===== src/rtl/uart_pkg.sv =====
// Shared UART definitions: receiver FSM encoding, data width and the
// register map seen by the APB UART slave that consumes this receiver.
package uart_pkg;

  localparam int          UART_DATA_W    = 8;
  localparam logic [31:0] UART_DATA_ADDR = 32'h1000_0000;
  localparam logic [31:0] UART_LSR_ADDR  = 32'h1000_0005;
  localparam logic [7:0]  UART_LSR_EMPTY = 8'h60;
  localparam logic [7:0]  UART_LSR_READY = 8'h61;

  typedef enum logic [2:0] {
    RX_IDLE  = 3'd0,
    RX_START = 3'd1,
    RX_DATA  = 3'd2,
    RX_STOP  = 3'd3,
    RX_BREAK = 3'd4
  } rx_state_e;

  // Line status value the slave reports for a given data-ready condition.
  function automatic logic [7:0] lsr_value(input logic data_ready);
    if (data_ready) begin
      return UART_LSR_READY;
    end else begin
      return UART_LSR_EMPTY;
    end
  endfunction

endpackage


===== src/rtl/uart_rx_fifo.sv =====
// Receive byte FIFO: registered head byte (0 when empty), occupancy count,
// full/empty flags. A push into a full FIFO is accepted only when a pop
// happens in the same cycle.
module uart_rx_fifo
  import uart_pkg::*;
#(
  parameter int DEPTH = 16,
  parameter int CNT_W = $clog2(DEPTH) + 1
) (
  input  logic                   clk,
  input  logic                   rst_n,
  input  logic                   push,
  input  logic [UART_DATA_W-1:0] wdata,
  input  logic                   pop,
  output logic [UART_DATA_W-1:0] head,
  output logic [CNT_W-1:0]       count,
  output logic                   full,
  output logic                   empty
);

  localparam int AW = $clog2(DEPTH);

  logic [UART_DATA_W-1:0] mem_q [DEPTH];
  logic [UART_DATA_W-1:0] mem_d [DEPTH];
  logic [CNT_W-1:0]       wr_ptr_q, wr_ptr_d;
  logic [CNT_W-1:0]       rd_ptr_q, rd_ptr_d;
  logic [CNT_W-1:0]       count_q, count_d;
  logic [UART_DATA_W-1:0] head_q, head_d;
  logic                   push_en_s;
  logic                   pop_en_s;

  assign full      = (count_q == CNT_W'(DEPTH));
  assign empty     = (count_q == {CNT_W{1'b0}});
  assign pop_en_s  = pop & ~empty;
  assign push_en_s = push & (~full | pop_en_s);
  assign head      = head_q;
  assign count     = count_q;

  // Next pointers, occupancy, storage and the head byte seen after this edge.
  always_comb begin
    mem_d    = mem_q;
    wr_ptr_d = wr_ptr_q;
    rd_ptr_d = rd_ptr_q;
    count_d  = count_q;
    head_d   = 8'h00;
    if (push_en_s) begin
      mem_d[wr_ptr_q[AW-1:0]] = wdata;
      wr_ptr_d                = wr_ptr_q + CNT_W'(1);
    end else begin
      wr_ptr_d = wr_ptr_q;
    end
    if (pop_en_s) begin
      rd_ptr_d = rd_ptr_q + CNT_W'(1);
    end else begin
      rd_ptr_d = rd_ptr_q;
    end
    case ({push_en_s, pop_en_s})
      2'b10:   count_d = count_q + CNT_W'(1);
      2'b01:   count_d = count_q - CNT_W'(1);
      default: count_d = count_q;
    endcase
    // The slot being written this cycle becomes the head only when it is
    // the one the read pointer lands on, so forward the incoming byte.
    if (count_d == {CNT_W{1'b0}}) begin
      head_d = 8'h00;
    end else if (push_en_s && (wr_ptr_q[AW-1:0] == rd_ptr_d[AW-1:0])) begin
      head_d = wdata;
    end else begin
      head_d = mem_q[rd_ptr_d[AW-1:0]];
    end
  end

  // FIFO state registers; contents are cleared on reset.
  always_ff @(posedge clk or negedge rst_n) begin
    if (!rst_n) begin
      for (int i = 0; i < DEPTH; i++) begin
        mem_q[i] <= 8'h00;
      end
      wr_ptr_q <= {CNT_W{1'b0}};
      rd_ptr_q <= {CNT_W{1'b0}};
      count_q  <= {CNT_W{1'b0}};
      head_q   <= 8'h00;
    end else begin
      mem_q    <= mem_d;
      wr_ptr_q <= wr_ptr_d;
      rd_ptr_q <= rd_ptr_d;
      count_q  <= count_d;
      head_q   <= head_d;
    end
  end

endmodule


===== src/rtl/uart_rx.sv =====
// 8N1 serial receiver: synchronizes rxd, deserializes LSB-first frames and
// queues non-zero bytes for the UART slave, with sticky overrun and
// framing-error flags.
module uart_rx
  import uart_pkg::*;
#(
  parameter int CLK_DIV    = 16,
  parameter int FIFO_DEPTH = 16,
  parameter int CNT_W      = $clog2(FIFO_DEPTH) + 1
) (
  input  logic                   pclk,
  input  logic                   presetn,
  input  logic                   rxd,
  input  logic                   read,
  input  logic                   err_clr,
  output logic [UART_DATA_W-1:0] char_out,
  output logic [CNT_W-1:0]       rx_count,
  output logic                   overrun,
  output logic                   frame_err
);

  localparam int            TW        = $clog2(CLK_DIV);
  localparam logic [TW-1:0] TICK_HALF = TW'(CLK_DIV / 2 - 1);
  localparam logic [TW-1:0] TICK_FULL = TW'(CLK_DIV - 1);

  logic [1:0]             sync_q, sync_d;
  rx_state_e              state_q, state_d;
  logic [2:0]             bcnt_q, bcnt_d;
  logic [TW-1:0]          tick_q, tick_d;
  logic [UART_DATA_W-1:0] shreg_q, shreg_d;
  logic                   overrun_q, overrun_d;
  logic                   frame_err_q, frame_err_d;
  logic                   rxs_s;
  logic                   tick_zero_s;
  logic                   push_req_s;
  logic                   stop_bad_s;
  logic                   pop_s;
  logic                   full_s;
  logic                   empty_s;

  assign sync_d      = {sync_q[0], rxd};
  assign rxs_s       = sync_q[1];
  assign tick_zero_s = (tick_q == {TW{1'b0}});
  assign pop_s       = read & ~empty_s;
  assign overrun     = overrun_q;
  assign frame_err   = frame_err_q;

  // Frame sequencing. IDLE is only ever entered with the line high, so a
  // low rxs seen in IDLE is always a fresh falling edge.
  always_comb begin
    state_d    = state_q;
    bcnt_d     = bcnt_q;
    tick_d     = tick_q;
    shreg_d    = shreg_q;
    push_req_s = 1'b0;
    stop_bad_s = 1'b0;
    case (state_q)
      RX_IDLE: begin
        if (!rxs_s) begin
          tick_d  = TICK_HALF;
          state_d = RX_START;
        end else begin
          state_d = RX_IDLE;
        end
      end
      RX_START: begin
        if (tick_zero_s) begin
          if (rxs_s) begin
            state_d = RX_IDLE;
          end else begin
            tick_d  = TICK_FULL;
            bcnt_d  = 3'd0;
            state_d = RX_DATA;
          end
        end else begin
          tick_d = tick_q - TW'(1);
        end
      end
      RX_DATA: begin
        if (tick_zero_s) begin
          shreg_d[bcnt_q] = rxs_s;
          tick_d          = TICK_FULL;
          if (bcnt_q == 3'd7) begin
            state_d = RX_STOP;
          end else begin
            bcnt_d = bcnt_q + 3'd1;
          end
        end else begin
          tick_d = tick_q - TW'(1);
        end
      end
      RX_STOP: begin
        if (tick_zero_s) begin
          if (rxs_s) begin
            // Zero is the empty marker on char_out, so it is never queued.
            push_req_s = (shreg_q != 8'h00);
            state_d    = RX_IDLE;
          end else begin
            stop_bad_s = 1'b1;
            state_d    = RX_BREAK;
          end
        end else begin
          tick_d = tick_q - TW'(1);
        end
      end
      RX_BREAK: begin
        if (rxs_s) begin
          state_d = RX_IDLE;
        end else begin
          state_d = RX_BREAK;
        end
      end
      default: begin
        state_d = RX_IDLE;
      end
    endcase
  end

  // Sticky error flags: a new error in the same cycle beats err_clr.
  always_comb begin
    overrun_d   = overrun_q;
    frame_err_d = frame_err_q;
    if (push_req_s && full_s && !pop_s) begin
      overrun_d = 1'b1;
    end else if (err_clr) begin
      overrun_d = 1'b0;
    end else begin
      overrun_d = overrun_q;
    end
    if (stop_bad_s) begin
      frame_err_d = 1'b1;
    end else if (err_clr) begin
      frame_err_d = 1'b0;
    end else begin
      frame_err_d = frame_err_q;
    end
  end

  // Synchronizer, FSM and flag registers.
  always_ff @(posedge pclk or negedge presetn) begin
    if (!presetn) begin
      sync_q      <= 2'b11;
      state_q     <= RX_IDLE;
      bcnt_q      <= 3'd0;
      tick_q      <= {TW{1'b0}};
      shreg_q     <= 8'h00;
      overrun_q   <= 1'b0;
      frame_err_q <= 1'b0;
    end else begin
      sync_q      <= sync_d;
      state_q     <= state_d;
      bcnt_q      <= bcnt_d;
      tick_q      <= tick_d;
      shreg_q     <= shreg_d;
      overrun_q   <= overrun_d;
      frame_err_q <= frame_err_d;
    end
  end

  uart_rx_fifo #(
    .DEPTH (FIFO_DEPTH),
    .CNT_W (CNT_W)
  ) u_fifo (
    .clk   (pclk),
    .rst_n (presetn),
    .push  (push_req_s),
    .wdata (shreg_q),
    .pop   (pop_s),
    .head  (char_out),
    .count (rx_count),
    .full  (full_s),
    .empty (empty_s)
  );

endmodule


===== config.mk =====
export PLATFORM = sky130hd
export DESIGN_NAME = uart_rx
export DESIGN_NICKNAME = d
export VERILOG_FILES = /design/src/rtl/uart_pkg.sv /design/src/rtl/uart_rx_fifo.sv /design/src/rtl/uart_rx.sv
export SDC_FILE = /design/constraint.sdc
export NUM_CORES = 1
export LEC_CHECK = 0
export CAP_MARGIN = 20
export CORE_AREA = 4 4 146 148
export CTS_CLUSTER_DIAMETER = 150
export CTS_CLUSTER_SIZE = 12
export DETAILED_ROUTE_END_ITERATION = 10
export DIE_AREA = 0 0 150 152
export DONT_BUFFER_PORTS = 1
export PLACE_DENSITY = 0.75
export SYNTH_ARGS = -nofsm -noshare
export SYNTH_HDL_FRONTEND = slang
export SYNTH_SLANG_ARGS = --single-unit

===== constraint.sdc =====
create_clock -name pclk -period 3.36 [get_ports pclk]
set_input_delay 1.008 -clock pclk [delete_from_list [all_inputs] [get_ports pclk]]
set_output_delay 1.008 -clock pclk [all_outputs]
set_load 0.01 [all_outputs]

==> impl_metrics.yaml <==
timing:
  finClkSkew_ps: 11.3
  hold_violations: 0
  max_freq_ghz: 0.309
  rsz0062_at_grt: "no"
  slew-limit-headroom: 0.503
  setup_viol: 0
  fin_crit_sh: 0.963
  worst_pin_slew_ps: 740
  drv_slew: 0
  fin_crit_ps: 3240
clock_network:
  clkLatencyLatePin_ps: 440
  clock_sinks: 171
  ctsLongestPathBuffers: 2
  htree_levels: 4
  ctsRootBufferMaster: "clkbuf_16"
  cts_made_buffers: 17
  cts.hold.buffers_added: 0
  cts_tree: "yes"
  path_clk_slew_ps: 70
logic_synthesis:
  async_flop_share: 1.00
  yosysTopAreaCell: "dfrtp_1"
  synthCells: 737
  synth_edf_count: 0
  ys_warn_count: 0
  yosysUniqueCellTypes: 61
  ys_ff_latch: 171
  yosysTopAreaCellShare: 0.439
  ys.flop_type: "dfrtp_1"
  synthesis.nets: 755
  syn_area_per_cell_um2: 13.1
  syn_area_um2: 9640
  yosys-top-cells-area: "dfrtp_1 44%, mux4_2 12%, mux2_1 9.3%"
  synth-seq-area-share: 0.444
cells_and_area:
  finalNetCount: 735
  multiInputGateArea_um2: 5060
  regArea_um2: 4280
  stdcell_area_um2: 10700
  drive_above_1_share: 0.296
  diodes: 0
  syn_to_final_growth_pct: 10.6
  utilization: 0.532
  n_fill_cell: 1667
placement:
  placed_area_um2: 9950
  port_buffers: 0
  dp.final_hpwl_um: 14800
  gp_congestion: 0.903
worst_setup_path:
  worst_path_max_delay_cell: "or4_4"
  worst_ep_arrival_time_ps: 3520
  crit_start: "tick_q[0]"
  crit_path_end_kind: "flip-flop"
  critPathBufInv: 3
  critical_path.top_delay_family: "simple AND/OR/NAND/NOR gates"
  worst_path_largest_cell_delay_ps: 440
  regToRegStartpoint: "tick_q[0]"
  critPathMaxFanout: 8
  start_kind: "flip-flop"
  worstSetupPathType: "flip-flop to flip-flop"
  crit_chain: "inv_2 > ha_4 > nor3b_4 > nand4_1 > or2_4 > nand2_4 > inv_2 > ha_4 > nand2b_4 > a21o_1 > or4_4 > o211ai_1 > a32o_2 > buf_12 > a311oi_2"
  required_ps: 3640
routing:
  drt-wirelength-per-cell_um: 22.6
  drt_iter0_drc: 531
  viasPerCell: 6.34
  drc: 0
  vias: 6334
  ant_nets: 0
  drt-pass1-iter-count: 6
  wl_um: 22600
global_routing:
  antenna_found_initial: 1
  grt_util_all_layers: 0.205
  grt_first_pass_wirelength_um: 36800
  grt_max_degree: 172
  gr-total-overflow: 0
  grt_pass1_vias: 6765
power:
  power-per-cell-area_nw_per_um2: 666
  vdd_drop_max_mv: 0.609
  p_leak_uw: 0.00492
floorplan:
  die_area_um2: 22800
  row_count: 52
  fp.coreArea_um2: 20000
  fp.dieH_um: 152
  ios: 20
  start_util: 0.481
  die_w_um: 150
outcome:
  status: "complete, no violations"
min_path:
  min_path_type: "input pin to asynchronous set/reset pin"
job:
  cap_violations: 0
-- logic make-up (layout without fill, tap and decap cells) --
family	Yosys count	count (layout)	share of synthesized area
xor+xnor	13	13	0.0169
flops	171	171	0.444
buf+inv	82	74	0.0386
fa+ha+maj	13	13	0.0177
simple gates	131	131	0.0766
compound gates	81	81	0.0657
mux	246	246	0.340
-- metrics by stage --
step / setup slack, ps / total power, uW / std cells / setup TNS [ps] / hold WS (ps)
finish: 123 / 7100 / 999 / 0 / 271
global route: 7.98 / 7430 / 999 / 0 / 254
CTS: 23.7 / 7100 / 997 / 0 / 258
detailed placement: 11.8 / 4920 / 965 / 0 / 352
global placement: 222 / 4830 / 965 / 0 / 348
floorplan: -78.1 / 4310 / 737 / -561 / 345
-- state kept, by name, summed over array words and instances (netlist names) --
signal,cells
u_fifo.wr_ptr_q,4
u_fifo.mem_q,128
u_fifo.head,8
sync_q,2
u_fifo.count,5
tick_q,4
u_fifo.rd_ptr_q,4
shreg_q,8
bcnt_q,3
overrun,1
frame_err,1
state_q,3
-- layout make-up --
type	count	share of cell area
multi-input combinational	484	0.475
sequential	171	0.402
clock buffer	19	0.0425
tap	270	0.0317
timing repair buffer	30	0.0258
clock inverter	12	0.0183
inverter	13	0.00458
-- power by group --
| group | internal (uW) | total [uW] | switching [uW] |
|---|---|---|---|
| logic | 1110 | 2540 | 1430 |
| registers | 2210 | 2410 | 202 |
| clock network | 1350 | 2150 | 800 |
| total | 4670 | 7100 | 2430 |
-- Yosys cell counts (3+ instances only) --
cell type and n:
nor2_1 16, nor3_1 13, nand3_1 12, or4_1 5, a21oi_1 12, o22ai_1 7, dfrtp_1 169, nor2b_1 3
mux2_2 65, mux2i_1 50, inv_1 13, buf_2 18, nand2b_1 6, nand2_1 24, and3_1 14, xnor2_1 9
buf_1 9, mux4_2 51, o211ai_1 23, nand4_1 8, a31oi_1 8, o21ai_0 8, ha_1 12, or3_1 14
buf_6 5, clkbuf_1 36, mux2_1 80, a211oi_2 7, nand3_2 4
-- cells in the final DEF, fill, tap and decap left out, drive strengths merged, types with 2 or more instances in the layout --
| cell type | Yosys | layout |
|---|---|---|
| nor4 | 2 | 2 |
| nor2 | 16 | 16 |
| ha | 12 | 12 |
| dfrtp | 169 | 169 |
| o21ai | 9 | 9 |
| or2 | 2 | 2 |
| nor2b | 3 | 3 |
| a211oi | 8 | 8 |
| and2 | 2 | 2 |
| a21o | 2 | 2 |
| mux4 | 51 | 51 |
| o211ai | 25 | 25 |
| bufinv | 0 | 5 |
| nor3 | 14 | 14 |
| clkinv | 0 | 6 |
| o22ai | 7 | 7 |
| dfstp | 2 | 2 |
| xor2 | 2 | 2 |
| xnor2 | 9 | 9 |
| nor3b | 2 | 2 |
| inv | 13 | 13 |
| nand2 | 24 | 24 |
| mux2 | 145 | 145 |
| and3 | 14 | 14 |
| mux2i | 50 | 50 |
| buf | 33 | 30 |
| nand2b | 6 | 6 |
| nand3 | 16 | 16 |
| or3 | 14 | 14 |
| nand4 | 8 | 8 |
| a31oi | 8 | 8 |
| nand3b | 2 | 2 |
| a21oi | 12 | 12 |
| or4 | 6 | 6 |
| clkbuf | 36 | 19 |
-- repair_timing --
action	CTS	global route
resized for setup	0	6
setup buffers	1	2
endpoints found under the hold margin	0	0
pin swaps	1	3
setup endpoints to repair	4	8
-- worst paths after layout --
kind                       cells after the start  slack (ps)                  to
max in group asynchronous                      0        2800  u_fifo.rd_ptr_q[1]
max                                           15         120      u_fifo.head[5]
min                                            0         270          state_q[2]
min reg2reg                                    0         360           sync_q[1]
min in group pclk                              0         360           sync_q[1]
max reg2reg                                   15         120      u_fifo.head[5]
-- per-layer routing --
| layer | up-vias | track usage | wire, um |
|---|---|---|---|
| met2 | 199 | 0.341 | 11600 |
| met4 | 2 | 0.0728 | 599 |
| met1 | 3332 | 0.261 | 9140 |
| met3 | 48 | 0.0503 | 1190 |
| li1 | 2753 | - | - |
| met5 | - | 0 | 13 |
Note: power is estimated with default switching activity, not from simulation.
